**config.mk**
```make
export PLATFORM = sky130hd
export DESIGN_NAME = pc_sequencer
export DESIGN_NICKNAME = d
export VERILOG_FILES = /design/src/rtl/pc_sequencer.sv
export SDC_FILE = /design/constraint.sdc
export NUM_CORES = 1
export LEC_CHECK = 0
export ABC_CLOCK_PERIOD_IN_PS = 2900
export CAP_MARGIN = 20
export CORE_MARGIN = 2
export CORE_UTILIZATION = 55
export CTS_CLUSTER_SIZE = 20
export DETAILED_ROUTE_END_ITERATION = 10
export PLACE_DENSITY = 0.83
export SETUP_SLACK_MARGIN = 0.05
export SLEW_MARGIN = 10
export SYNTH_ARGS = -nofsm -noshare
export SYNTH_HDL_FRONTEND = slang
export SYNTH_SLANG_ARGS = --single-unit
export TNS_END_PERCENT = 20
```
**constraint.sdc**
```tcl
create_clock -name clk -period 2.9 [get_ports clk]
set_input_delay 0.435 -clock clk [delete_from_list [all_inputs] [get_ports clk]]
set_output_delay 0.435 -clock clk [all_outputs]
set_load 0.05 [all_outputs]
```
**src/rtl/pc_sequencer.sv**
```systemverilog
// Program-counter unit with hold/inc/jump/branch/call/return and a circular return-address stack.
// Optional sticky stack overflow/underflow flag when PC_STACK_ERR_EN is defined.
module pc_sequencer #(
    parameter int                WIDTH        = 16,
    parameter int                STEP         = 1,
    parameter int                DEPTH        = 4,
    parameter logic [WIDTH-1:0]  RESET_VECTOR = '0
) (
    input  logic                     clk,
    input  logic                     rst,
    input  logic                     stall,
    input  logic [2:0]               op,
    input  logic [WIDTH-1:0]         target,
    input  logic [WIDTH-1:0]         offset,
    output logic [WIDTH-1:0]         pc,
    output logic [WIDTH-1:0]         pc_plus,
    output logic [$clog2(DEPTH):0]   depth_cnt,
    output logic                     stack_full,
    output logic                     stack_empty
`ifdef PC_STACK_ERR_EN
    ,
    output logic                     stack_err
`endif
);

    localparam int PW = $clog2(DEPTH);
    localparam int CW = PW + 1;

    localparam logic [WIDTH-1:0] STEP_W   = WIDTH'(STEP);
    localparam logic [CW-1:0]    FULL_CNT = CW'(DEPTH);
    localparam logic [CW-1:0]    CNT_ONE  = CW'(1);
    localparam logic [PW-1:0]    PTR_ONE  = PW'(1);

    localparam logic [2:0] OP_HOLD   = 3'b000;
    localparam logic [2:0] OP_INC    = 3'b001;
    localparam logic [2:0] OP_JUMP   = 3'b010;
    localparam logic [2:0] OP_BRANCH = 3'b011;
    localparam logic [2:0] OP_CALL   = 3'b100;
    localparam logic [2:0] OP_RET    = 3'b101;

    function automatic logic [WIDTH-1:0] wrap_add(input logic [WIDTH-1:0] a,
                                                  input logic [WIDTH-1:0] b);
        return a + b;
    endfunction

    function automatic logic [WIDTH-1:0] rel_target(input logic [WIDTH-1:0]        base,
                                                    input logic signed [WIDTH-1:0] off);
        return base + $unsigned(off);
    endfunction

    logic [WIDTH-1:0]        ras [DEPTH];
    logic [PW-1:0]           sp;
    logic [WIDTH-1:0]        ras_top;
    logic signed [WIDTH-1:0] offset_s;
    logic [WIDTH-1:0]        pc_nxt;
    logic                    push;
    logic                    pop;

    assign offset_s    = offset;
    assign pc_plus     = wrap_add(pc, STEP_W);
    assign stack_full  = (depth_cnt == FULL_CNT);
    assign stack_empty = (depth_cnt == '0);
    // sp points at the next free slot; the slot below it is the newest return address
    assign ras_top     = ras[sp - PTR_ONE];

    always_comb begin
        pc_nxt = pc;
        push   = 1'b0;
        pop    = 1'b0;
        case (op)
            OP_HOLD:   pc_nxt = pc;
            OP_INC:    pc_nxt = pc_plus;
            OP_JUMP:   pc_nxt = target;
            OP_BRANCH: pc_nxt = rel_target(pc, offset_s);
            OP_CALL: begin
                push   = 1'b1;
                pc_nxt = target;
            end
            OP_RET: begin
                if (stack_empty) begin
                    pc_nxt = pc_plus;
                end else begin
                    pop    = 1'b1;
                    pc_nxt = ras_top;
                end
            end
            default:   pc_nxt = pc;
        endcase
    end

    always_ff @(posedge clk or posedge rst) begin
        if (rst) begin
            pc        <= RESET_VECTOR;
            sp        <= '0;
            depth_cnt <= '0;
        end else if (!stall) begin
            pc <= pc_nxt;
            if (push) begin
                // when full, sp already addresses the oldest entry, so the write overwrites it
                sp <= sp + PTR_ONE;
                if (!stack_full) begin
                    depth_cnt <= depth_cnt + CNT_ONE;
                end
            end else if (pop) begin
                sp        <= sp - PTR_ONE;
                depth_cnt <= depth_cnt - CNT_ONE;
            end
        end
    end

    // stack storage carries no reset; occupancy is tracked by depth_cnt alone
    always_ff @(posedge clk) begin
        if (!stall && push) begin
            ras[sp] <= pc_plus;
        end
    end

`ifdef PC_STACK_ERR_EN
    always_ff @(posedge clk or posedge rst) begin
        if (rst) begin
            stack_err <= 1'b0;
        end else if (!stall) begin
            if ((op == OP_CALL && stack_full) || (op == OP_RET && stack_empty)) begin
                stack_err <= 1'b1;
            end
        end
    end
`endif

endmodule

```
==> results.sh <==
export IMPL_synth_top_family_by_area="compound AO/OA/AOI/OAI gates"
export IMPL_layout_setup_ws_ps=114.2
export IMPL_numPortBuffers=74
export IMPL_max_vdd_ir_drop_mv=0.7582
export IMPL_crit_path_end_kind="output port"
export IMPL_overflow=0
export IMPL_post_drt_wl_per_cell_um=20.77
export IMPL_intPower_uw=3372
export IMPL_grt_max_degree=22
export IMPL_crit_chain="ha_2, nand4_4, nor2_4, nand4_1, xnor2_4, buf_12"
export IMPL_drc=0
export IMPL_muxShareOfSynthArea_pct=8.868
export IMPL_tightest_slew_ps=907.4
export IMPL_initialDrtViolationCount=406
export IMPL_cts_path_max_buffers=2
export IMPL_synth_seq_cells=85
export IMPL_via_per_inst=6.417
export IMPL_switching_share_pct=42.91
export IMPL_whs_ps=554.4
export IMPL_drive_gt1_share_pct=17.44
export IMPL_cts_root_buffer="clkbuf_8"
export IMPL_cts_tree="yes"
export IMPL_p_per_area_nw_per_um2=929.6
export IMPL_drv_slew=0
export IMPL_synth_flop_cell="edfxtp_1"
export IMPL_critPathRequiredTime_ps=2470
export IMPL_wl_um=12960
export IMPL_syn_area_sq_um=4995
export IMPL_slew_headroom_pct=39.44
export IMPL_grt_pass1_wl_um=20850
export IMPL_synth_compound_area_share_pct=15.41
export IMPL_cts_sinks=85
export IMPL_cp_start_kind="register"
export IMPL_min_path_type="register to register"
export IMPL_syn_mean_instance_area_sq_um=11.95
export IMPL_setup_viol=0
export IMPL_cts_hold_buf=0
export IMPL_seq_area_frac_synth_pct=49.00
export IMPL_track_usage_pct=27.31
export IMPL_start_util_pct=57.00
export IMPL_rsz0062_at_grt="yes"
export IMPL_dr_total_vias=4004
export IMPL_slowest_delay_ps=510
export IMPL_p_comb_share_pct=52.5
export IMPL_cp_buffers_inverters=1
export IMPL_period_share_pct=96.06
export IMPL_final_area_sq_um=6354
export IMPL_firstDrtPassIters=5
export IMPL_ys_warn_count=0
export IMPL_fmax_mhz=359.0
export IMPL_antenna_found_initial=0
export IMPL_diodes=0
export IMPL_synth_xor_area_share_pct=4.910
export IMPL_detailedPlacementHpwl_um=9335
export IMPL_synthCells=418
export IMPL_hold_viol_final=0
export IMPL_skew_ps=13.68
export IMPL_syn_to_final_growth_pct=27.20
export IMPL_clk_pin_slew_ps=90
export IMPL_maxCapViolCount=0
export IMPL_grt_pass1_vias=4029
export IMPL_die_h_um=99.30
export IMPL_gp_congestion=0.9310
export IMPL_slowest_stage="dfrtp_1"
export IMPL_nets=571
export IMPL_worstPathMaxFanout=6
export IMPL_ant_nets=0
export IMPL_status="finished clean"
export IMPL_synth_distinct_cells=70
export IMPL_core_area_sq_um=8763
export IMPL_synth_fa_ha_area_share_pct=5.812
export IMPL_switchingPower_uw=2534
export IMPL_criticalPathCategory="register to output port"
export IMPL_die_width_um=99.30
export IMPL_io_pins=75
export IMPL_row_count=34
export IMPL_placed_cell_area_sq_um=6060
export IMPL_place_ws_ps=-63.36
export IMPL_cts_max_level=3
export IMPL_die_area_sq_um=9860
export IMPL_async_reset_ff_share_pct=24.71
export IMPL_cts_buffers=9
export IMPL_p_clk_share_pct=17.6
export IMPL_clock_latency_ps=360
export IMPL_worstPathArrival_ps=2350
export IMPL_min_period_ps=2786
export IMPL_critPathTopFamily="simple AND/OR/NAND/NOR gates"
export IMPL_pwr_share_seq_pct=29.9
export IMPL_synth_edff_count=64
export IMPL_p_leak_uw=0.002377
export IMPL_final_util_pct=72.50
export IMPL_synth_simple_area_share_pct=12.55
export IMPL_syn_nets=478
==> worst reg2reg max path, stage by stage, from the launching register on <==
cell and delay, ps:
dfrtp_1 510, ha_1 260, inv_1 70, fa_1 400
nand2b_1 190, a21oi_1 250, o211a_1 210, o311a_1 230
mux2_2 350, o211ai_1 80
==> cells by family (layout without fill, tap and decap cells) <==
kind of cell	count (synthesis)	after routing
AND/OR/NAND/NOR	112	112
AO/OA/AOI/OAI	110	110
flip-flops	85	85
buffers and inverters	39	137
XOR/XNOR	28	28
adder cells (fa/ha/maj)	22	22
multiplexers	22	22
==> power by group through the flow <==
stage          clock network [uW]  logic, uW  registers [uW]
2_1_floorplan                   0       1770            2020
3_3_place_gp                    0       2950            1770
3_5_place_dp                    0       3020            1780
4_1_cts                      1050       3060            1750
5_1_grt                      1090       3290            1800
6_report                     1040       3100            1770
==> cells in the mapped netlist, drive strengths merged (2+ instances only) <==
cell type / count / area share (%)
dfrtp: 21 / 11
o21a: 2 / 0.30
o21bai: 2 / 0.30
mux2: 3 / 0.68
and2: 5 / 0.63
nor2b: 4 / 0.50
ha: 20 / 5.0
o221ai: 2 / 0.35
o22ai: 3 / 0.38
fa: 2 / 0.80
a222oi: 2 / 0.40
nor2: 30 / 2.4
nor4: 3 / 0.50
and3: 5 / 0.63
nand2b: 6 / 0.80
nand2: 28 / 2.1
nor3: 5 / 1.0
a211oi: 3 / 0.45
a21o: 2 / 0.30
xnor2: 19 / 3.3
clkbuf: 7 / 0.55
nand3: 12 / 1.2
a221oi: 11 / 2.1
mux4: 16 / 7.6
a211o: 3 / 0.53
o211ai: 7 / 1.2
o31ai: 2 / 0.30
nand4: 6 / 1.4
mux2i: 3 / 0.60
buf: 11 / 1.3
edfxtp: 64 / 38
a21oi: 31 / 3.3
inv: 21 / 1.6
a21boi: 3 / 0.45
nand3b: 3 / 0.45
o21ai: 20 / 2.0
xor2: 9 / 1.6
a221o: 7 / 1.4
==> through the flow <==
stage,setup TNS (ps),instances,total power [uW]
6_report,0,624,5906
5_1_grt,-45.13,624,6177
4_1_cts,0,624,5861
3_5_place_dp,-85.32,608,4805
3_3_place_gp,0,608,4723
2_1_floorplan,-49.80,418,3790
==> worst paths after layout <==
| path | from | end | slack (ps) | cells past startpoint |
|---|---|---|---|---|
| max reg2reg | pc[0]$_DFFE_PP0P_ | pc[12]$_DFFE_PP0P_ | 280 | 9 |
| min | depth_cnt[2]$_DFFE_PP0P_ | depth_cnt[2]$_DFFE_PP0P_ | 550 | 1 |
| max | pc[1]$_DFFE_PP0P_ | pc_plus[14] | 110 | 6 |
| max in group asynchronous | rst | depth_cnt[2]$_DFFE_PP0P_ | 1770 | 2 |
| min reg2reg | depth_cnt[2]$_DFFE_PP0P_ | depth_cnt[2]$_DFFE_PP0P_ | 550 | 1 |
| min in group asynchronous | rst | pc[15]$_DFFE_PP0P_ | 570 | 2 |
==> registers in the layout, indices dropped and copies added, names as in the netlist <==
name       count
depth_cnt      3
ras           64
sp             2
pc            16
==> placed cells by master (no fill, tap or decap), drive strengths merged, types with 3 or more instances in the layout <==
master and count:
edfxtp 64, mux2i 3, xor2 9, a211oi 3, nand3 12, clkdlybuf4s50 61
buf 39, nor4 3, nand2b 6, nand4 6, o211ai 7, a21oi 31
and3 5, bufinv 3, nor2b 4, o21ai 20, mux4 16, nor2 30
and2 5, nand2 28, nor3 5, a221oi 11, clkbuf 9, nand3b 3
dfrtp 21, a211o 3, a21boi 3, inv 24, a221o 7, o22ai 3
ha 20, xnor2 19, mux2 3
==> metal layers <==
| metal | vias up | global-route usage (%) | part of all wire, % |
|---|---|---|---|
| li1 | 1803 | - | - |
| met1 | 1924 | 36.32 | 40 |
| met2 | 235 | 45.01 | 49 |
| met3 | 42 | 4.568 | 8.2 |
| met4 | 0 | 11.17 | 2.9 |
| met5 | - | 0 | 0 |
==> final cells by class <==
type,count,area [sq um]
clock buffer,9,123.9
timing repair buffer,100,1016
tap,108,135.1
multi-input combinational,294,2426
inverter,21,78.83
clock inverter,7,126.4
fill,583,2410
sequential,85,2447
==> timing repair <==
| action | in CTS | in global routing |
|---|---|---|
| gates cloned | 0 | 0 |
| pin swaps | 0 | 0 |
| setup endpoints to repair | 2 | 6 |
| resized for setup | 1 | 5 |
| setup buffers | 0 | 0 |
Power figures use the tool's default switching activity.
